### config.mk
export PLATFORM = sky130hd
export DESIGN_NAME = flash_wb_arbiter
export DESIGN_NICKNAME = d
export VERILOG_FILES = /design/src/rtl/flash_wb_arbiter.sv
export SDC_FILE = /design/constraint.sdc
export NUM_CORES = 1
export LEC_CHECK = 0
export BUFFER_PORTS_ARGS = -buffer_cell sky130_fd_sc_hd__clkbuf_2
export CORE_AREA = 3 3 121 123
export DETAILED_ROUTE_END_ITERATION = 8
export DIE_AREA = 0 0 124 126
export PLACE_DENSITY = 0.51
export SLEW_MARGIN = 20
export SYNTH_ARGS = -nofsm -noshare
export SYNTH_HDL_FRONTEND = slang
export SYNTH_SLANG_ARGS = --single-unit
### constraint.sdc
create_clock -name wb_clk_i -period 1.5 [get_ports wb_clk_i]
set_clock_uncertainty 0.05 [all_clocks]
set_input_delay 0.075 -clock wb_clk_i [delete_from_list [all_inputs] [get_ports wb_clk_i]]
set_output_delay 0.075 -clock wb_clk_i [all_outputs]
set_load 0.05 [all_outputs]
### src/rtl/flash_wb_arbiter.sv
// flash_wb_arbiter
// Two-master round-robin Wishbone arbiter for the byte-wide flash slave.
// Master 0 is the instruction fetch bus. Master 1 is the data bus.
// After each transaction there is a forced one-cycle TURN gap, so the
// slave's wait-state counter returns to zero before the next grant.
//
// Optional feature: define FLASH_ARB_TIMEOUT_EN to build the grant watchdog.
// The watchdog ends a transaction with an error pulse when the slave has not
// acked within TIMEOUT_CYCLES grant cycles.
module flash_wb_arbiter #(
  parameter int TIMEOUT_CYCLES = 40,
  parameter int TO_W           = 6
) (
  input  logic        wb_clk_i,
  input  logic        wb_rst_i,
  // master 0 (instruction fetch)
  input  logic [31:0] m0_adr_i,
  input  logic [31:0] m0_dat_i,
  input  logic [3:0]  m0_sel_i,
  input  logic        m0_we_i,
  input  logic        m0_stb_i,
  input  logic        m0_cyc_i,
  output logic [31:0] m0_dat_o,
  output logic        m0_ack_o,
  output logic        m0_err_o,
  // master 1 (data)
  input  logic [31:0] m1_adr_i,
  input  logic [31:0] m1_dat_i,
  input  logic [3:0]  m1_sel_i,
  input  logic        m1_we_i,
  input  logic        m1_stb_i,
  input  logic        m1_cyc_i,
  output logic [31:0] m1_dat_o,
  output logic        m1_ack_o,
  output logic        m1_err_o,
  // flash slave
  output logic [31:0] s_adr_o,
  output logic [31:0] s_dat_o,
  output logic [3:0]  s_sel_o,
  output logic        s_we_o,
  output logic        s_stb_o,
  output logic        s_cyc_o,
  input  logic [31:0] s_dat_i,
  input  logic        s_ack_i
);

  localparam logic [1:0] ST_IDLE = 2'd0;
  localparam logic [1:0] ST_GNT0 = 2'd1;
  localparam logic [1:0] ST_GNT1 = 2'd2;
  localparam logic [1:0] ST_TURN = 2'd3;

  // Reject a watchdog limit that the counter cannot reach.
  if (TIMEOUT_CYCLES < 1 || TIMEOUT_CYCLES >= (1 << TO_W)) begin : g_bad_timeout_cfg
    $error("flash_wb_arbiter: TIMEOUT_CYCLES must be in 1 .. 2**TO_W-1");
  end

  logic [1:0] state;
  logic [1:0] state_nxt;
  logic       last_gnt;
  logic       last_gnt_nxt;
  logic       m0_req;
  logic       m1_req;
  logic       in_grant;
  logic       gnt0;
  logic       gnt1;
  logic       wd_expire;

  assign m0_req   = m0_cyc_i & m0_stb_i;
  assign m1_req   = m1_cyc_i & m1_stb_i;
  assign in_grant = (state == ST_GNT0) || (state == ST_GNT1);

  // NOTE: the grant terms are masked with reset, so nothing reaches either
  // bus while reset is high, including the cycle in which reset first appears.
  assign gnt0 = (state == ST_GNT0) && !wb_rst_i;
  assign gnt1 = (state == ST_GNT1) && !wb_rst_i;

`ifdef FLASH_ARB_TIMEOUT_EN
  logic [TO_W-1:0] wd_cnt;

  // Watchdog: held at zero outside a grant, counts ack-less grant cycles.
  always_ff @(posedge wb_clk_i) begin
    if (wb_rst_i || !in_grant) begin
      wd_cnt <= '0;
    end else if (!s_ack_i) begin
      wd_cnt <= wd_cnt + 1'b1;
    end
  end

  // A real ack in the expiry cycle takes precedence over the timeout.
  assign wd_expire = in_grant && !s_ack_i &&
                     (wd_cnt == TO_W'(TIMEOUT_CYCLES - 1));
`else
  assign wd_expire = 1'b0;
`endif

  // Next-state and round-robin decision.
  always_comb begin
    // NOTE: every output gets a default first, so no path can infer a latch.
    state_nxt    = state;
    last_gnt_nxt = last_gnt;
    case (state)
      ST_IDLE: begin
        // On a tie, the master that did not win last time gets the grant.
        if (m0_req && (!m1_req || last_gnt)) begin
          state_nxt    = ST_GNT0;
          last_gnt_nxt = 1'b0;
        end else if (m1_req) begin
          state_nxt    = ST_GNT1;
          last_gnt_nxt = 1'b1;
        end
      end
      ST_GNT0: begin
        if (s_ack_i || !m0_cyc_i || wd_expire) begin
          state_nxt = ST_TURN;
        end
      end
      ST_GNT1: begin
        if (s_ack_i || !m1_cyc_i || wd_expire) begin
          state_nxt = ST_TURN;
        end
      end
      default: state_nxt = ST_IDLE;  // TURN always lasts exactly one cycle
    endcase
  end

  // State and last-grant registers.
  always_ff @(posedge wb_clk_i) begin
    // NOTE: registered state uses non-blocking assignments only.
    if (wb_rst_i) begin
      state    <= ST_IDLE;
      last_gnt <= 1'b1;
    end else begin
      state    <= state_nxt;
      last_gnt <= last_gnt_nxt;
    end
  end

  // Slave-side mux: forward the granted master, drive zeros otherwise.
  always_comb begin
    s_adr_o = '0;
    s_dat_o = '0;
    s_sel_o = '0;
    s_we_o  = 1'b0;
    s_stb_o = 1'b0;
    s_cyc_o = 1'b0;
    if (gnt0) begin
      s_adr_o = m0_adr_i;
      s_dat_o = m0_dat_i;
      s_sel_o = m0_sel_i;
      s_we_o  = m0_we_i;
      s_stb_o = m0_stb_i;
      s_cyc_o = m0_cyc_i;
    end else if (gnt1) begin
      s_adr_o = m1_adr_i;
      s_dat_o = m1_dat_i;
      s_sel_o = m1_sel_i;
      s_we_o  = m1_we_i;
      s_stb_o = m1_stb_i;
      s_cyc_o = m1_cyc_i;
    end
  end

  // Master-side returns. Ack is a combinational pass-through for the granted
  // master only.
  assign m0_dat_o = s_dat_i;
  assign m1_dat_o = s_dat_i;
  assign m0_ack_o = gnt0 & s_ack_i;
  assign m1_ack_o = gnt1 & s_ack_i;
  assign m0_err_o = gnt0 & wd_expire;
  assign m1_err_o = gnt1 & wd_expire;

endmodule

Word level (Yosys, flattened, before mapping)
Index checks and enable logic that the tools add are counted.
- word-level logic and storage cells: 44
- bits in registers: 3
- output and inout bits: 139
- input bits: 177
- bitwise operators: 4
- equality and inequality tests: 5
- reduce and logical (&&, ||, !) cells: 14
- mux-type cells: 19
- operators with widths (kind ; count):
    2-to-1 mux 32 bit ; 4
    2-to-1 mux 1 bit ; 8
    2-to-1 mux 2 bit ; 4
    2-to-1 mux 4 bit ; 2
    case mux 2 bit (3 select lines) ; 1
    bitwise AND 1 bit ; 4
    logical NOT 1 bit ; 4
    inequality test 2 x 1 -> 1 bit, second input constant ; 2
    logical AND 1 bit ; 3
    logical OR 1 bit ; 3
    inequality test 3 bit, second input constant ; 1
    AND reduction 3 bit ; 1
    == test 2 x 1 -> 1 bit, second input constant ; 1
    == test 2 bit, second input constant ; 1
    logical NOT 2 bit ; 1
    AND reduction 2 bit ; 1
    nonzero test 2 bit ; 1

Depth between registers and ports, before layout
- depth after elaboration: 6
- depth in mapped cells: 6
- depth with buffers taken out: 6

Worst setup path before layout
No wires, ideal clock.
- kind: flip-flop to output port
- start: register state[1]
- end: output s_adr_o[0]
- path buffers: 1
- arrival time: 1.712 ns
- cell stages (with the launch flop): 6
- slack: -0.337 ns
- data required time: 1.375 ns
- cells stage by stage: dfxtp_1 > inv_1 > ha_1 > nor3b_2 > clkbuf_1 > a22o_1
- cells in the longest elaborated chain, start to end: 4
- elaborated cells on any way between the ends: 6
- those cells by class: eq/ne (2); mux (2); reduce/logical (2)
- RTL lines (element ; RTL line ; RTL):
    start: declaration ; 57 ; logic [1:0] state;
    start signal: assignment ; 133 ; state <= state_nxt;
    == test 2 bit ; 75 ; assign gnt1 = (state == ST_GNT1) && !wb_rst_i;
    logical AND 1 bit ; 75 ;
    2-to-1 mux 32 bit ; 153 ; end else if (gnt1) begin
    2-to-1 mux 32 bit (*) ; 146 ; if (gnt0) begin
    end: declaration ; 37 ; output logic [31:0] s_adr_o,
Mark *: on every way between the ends. The rest lies on a longest branch, timed or not.

Final worst setup path
- start: register state[0]
- end: output s_dat_o[27]
- cells in the longest elaborated chain, start to end: 4
- elaborated cells on any way between the ends: 6
- those cells by class: eq/ne (2); mux (2); reduce/logical (2)
- RTL lines (element ; RTL line ; RTL):
    == test 2 bit ; 75 ;
    logical AND 1 bit ; 75 ;
    2-to-1 mux 32 bit ; 153 ;
    2-to-1 mux 32 bit (*) ; 146 ;
    end: declaration ; 38 ; output logic [31:0] s_dat_o,
Marked as above.

==> results by group <==
Cells and area
  • Layout overhead on the synthesized area: 221%
  • Fraction of layout cells with a size suffix above 1: 0.948
  • Nets: 546
  • Ant diodes: 0
  • Final Non-Filler Cells: 544
  • FF+latch area: 67.6 sq um
  • Fillers: 1365
  • Multi-input logic area: 0.00150 sq mm

Synthesis
  • Most frequent cell after synthesis: a22o_1
  • Register bit total from synthesis: 3
  • Synth area leader: a22o_1
  • Syn avg cell area: 7.90 sq um
  • Sequential area share after synthesis: 0.0409
  • Cell count after synthesis: 186
  • EDFF count, synth: 0
  • Syn. warnings: 0
  • Unique masters post-synth: 22
  • Synth top cells by count: 71 x a22o_1, 66 x buf_4, 10 x buf_2
  • Fraction of registers with async set/reset: 0
  • Syn Std Cell Area: 0.00147 sq mm
  • Primary FF master, synth: dfxtp_1
  • Share of the synthesized area in the top cell type: 0.423
  • Synth area leaders: a22o_1 42%, buf_4 34%, dfxtp_1 4.1%, buf_2 3.4%, ha_1 3.4%

Power
  • IR drop worst, VDD: 692 uV
  • Power share of the sequential group: 0.024
  • Pwr/cell area: 1530 mW/mm^2
  • Pleak: 2.35 nW
  • Switching share of power: 0.454
  • Comb pwr share: 0.916
  • Clk pwr share: 0.060
  • Switching power total: 3.28 mW
  • Power Internal: 3.93 mW

Clock network
  • H-tree depth: 1
  • Clock buffer depth: 2
  • CTS tree: yes
  • Root buf cell: clkbuf_16
  • Clock transition at path regs: 30 ps
  • CTS sink count: 3
  • Cts bufs inserted: 3
  • Clk_lat worst skew: 230 ps

Worst hold path
  • Hold_sp: s_dat_i[23]
  • HP Class: in2out
  • Worst Hold Depth: 0
  • Worst hold path endpoint: m0_dat_o[23]

Critical path
  • Worst-path cell chain: inv_4, ha_4, nor3b_4, buf_6, buf_6, clkbuf_16, a22o_4, buf_12
  • Worst Path Arrival: 1760 ps
  • Worst reg2reg setup slack: -270 ps
  • Reg2Reg Depth: 7
  • Crit start category: register
  • Crit path buffers/inverters: 5
  • Worst path slowest cell: dfxtp_4
  • Worst reg2reg startpoint: state[1]
  • Crit path max fanout: 8
  • FF-to-FF End: state[0]
  • Worst Path Required: 1370 ps
  • Top Family by Delay on Critical Path: buffers and inverters
  • CP Class: reg2out
  • Crit. End Element: output pin
  • Crit-path most repeated cell: buf_6
  • Slowest stage delay, CP: 370 ps

Detailed routing
  • Number of DRC markers in iteration 0: 49
  • Pre-Repair DR Iteration Count: 4
  • Via Count: 2218
  • Wire length per cell: 18.3 microns
  • Routed Wire Length: 9970 microns
  • Routed Antenna Nets: 0
  • DRC Markers: 0
  • Drt via density: 4.08

Run
  • Max-cap violations: 0

Timing
  • Count of final setup violators: 74
  • Fin worst setup slack: -388 ps
  • Fin crit period: 1890 ps
  • TNS Setup: -24450 ps
  • Max Slew Vio Count: 0
  • Fin. Hold Viols: 0
  • Fmax: 0.530 GHz
  • Tcrit/Tclk final: 1.26
  • RSZ-0062 raised after global routing: true

Placement
  • GPL Wtd Cong: 0.647
  • Number of I/O port buffers: 217
  • Placed Cells: 517
  • Detailed placement HPWL: 6780 microns

Floorplan
  • FP Rows: 43
  • Die ar.: 0.0156 sq mm
  • Die width: 124 microns
  • Initial Util: 0.107
  • Core area: 0.0138 sq mm
  • # IOs: 316
  • Die Ht: 126 microns

Outcome
  • Outcome: finished with violations
  • Violated checks: setup timing

GRT
  • Number of global-route vias before repair: 2389
  • Largest net degree at the start of global routing: 40
  • First-pass GRT wire length: 12600 microns
  • Grt total ovfl: 0
  • Tot GR Track Use: 0.104
  • Initial antenna violation count: 0
## metal layers
metal	wire, microns	GRT usage
met5	0	0
met4	303	0.0399
met3	961	0.0260
met2	5390	0.203
met1	3320	0.102
## layout by cell type, fill, tap and decap left out, types with 4 or more instances in the layout
cell	Yosys	final
buf_16	0	4
a22o_4	0	70
buf_12	0	59
nand2_1	4	4
clkbuf_2	0	144
buf_6	0	8
buf_8	0	8
clkbuf_16	0	24
buf_4	66	9
## power groups by stage
stage | clock [mW] | combinational, mW | sequential [mW]
2_1_floorplan | 0 | 3.62 | 0.159
3_3_place_gp | 0 | 5.26 | 0.161
3_5_place_dp | 0 | 5.32 | 0.167
4_1_cts | 0.434 | 6.29 | 0.174
5_1_grt | 0.439 | 6.84 | 0.180
6_report | 0.430 | 6.60 | 0.175
## metrics by stage
stage               setup WS, ps  cell area (sq um)  utilization  total power [mW]  hold slack [ps]
global route                -427               4720        0.342              7.46              100
detailed placement          -212               3730        0.271              5.49              100
floorplan                   -103               2080            -              3.78              132
CTS                         -401               4490        0.326              6.90              100
finish                      -388               4720        0.342              7.21              100
global placement            -182               3730        0.271              5.43              100
## worst max path at each step
stage                         from          end  slack [ps]  depth (start not counted)
after floorplan           state[1]  s_adr_o[23]        -100                          5
after global placement    state[1]  s_dat_o[25]        -180                          6
after detailed placement  state[1]   s_adr_o[7]        -210                          6
after CTS                 state[1]  s_adr_o[21]        -400                          7
after global routing      state[1]  s_dat_o[27]        -430                          8
final                     state[0]  s_dat_o[27]        -390                          8
## what timing repair did
action,CTS,global route
hold buffers,0,0
pin swaps,9,11
resized for setup,86,11
endpoints found under the setup margin,76,76
setup buffers,6,6
cloned,5,8
## worst register-to-register path, stage by stage, from the launching register on
cell,delay [ps]
dfxtp_4,370
inv_4,40
ha_4,170
buf_4,130
a22o_1,190
a32o_2,230
or3_4,380
o21ai_2,130
## final cells by class
class,instances,share of cell area
clock buffers,4,0.0167
flip-flops and latches,3,0.0143
well taps,180,0.0478
inverters,3,0.00345
multi-input cells,100,0.318
repair buffers,254,0.600
## cell families (layout without fill, tap and decap cells)
logic type | count (synthesis) | count (layout) | share of synthesized area
other cells | 1 | 2 | 0.00255
buf+inv | 84 | 261 | 0.392
flops | 3 | 3 | 0.0409
compound gates | 81 | 81 | 0.472
fa+ha+maj | 4 | 4 | 0.0341
simple gates | 13 | 13 | 0.0588
## sequential cells by signal, summed over array words and instances, names as in the netlist
| register | count |
|---|---|
| state | 2 |
| last_gnt | 1 |
Note: power is estimated with default switching activity, not from simulation.
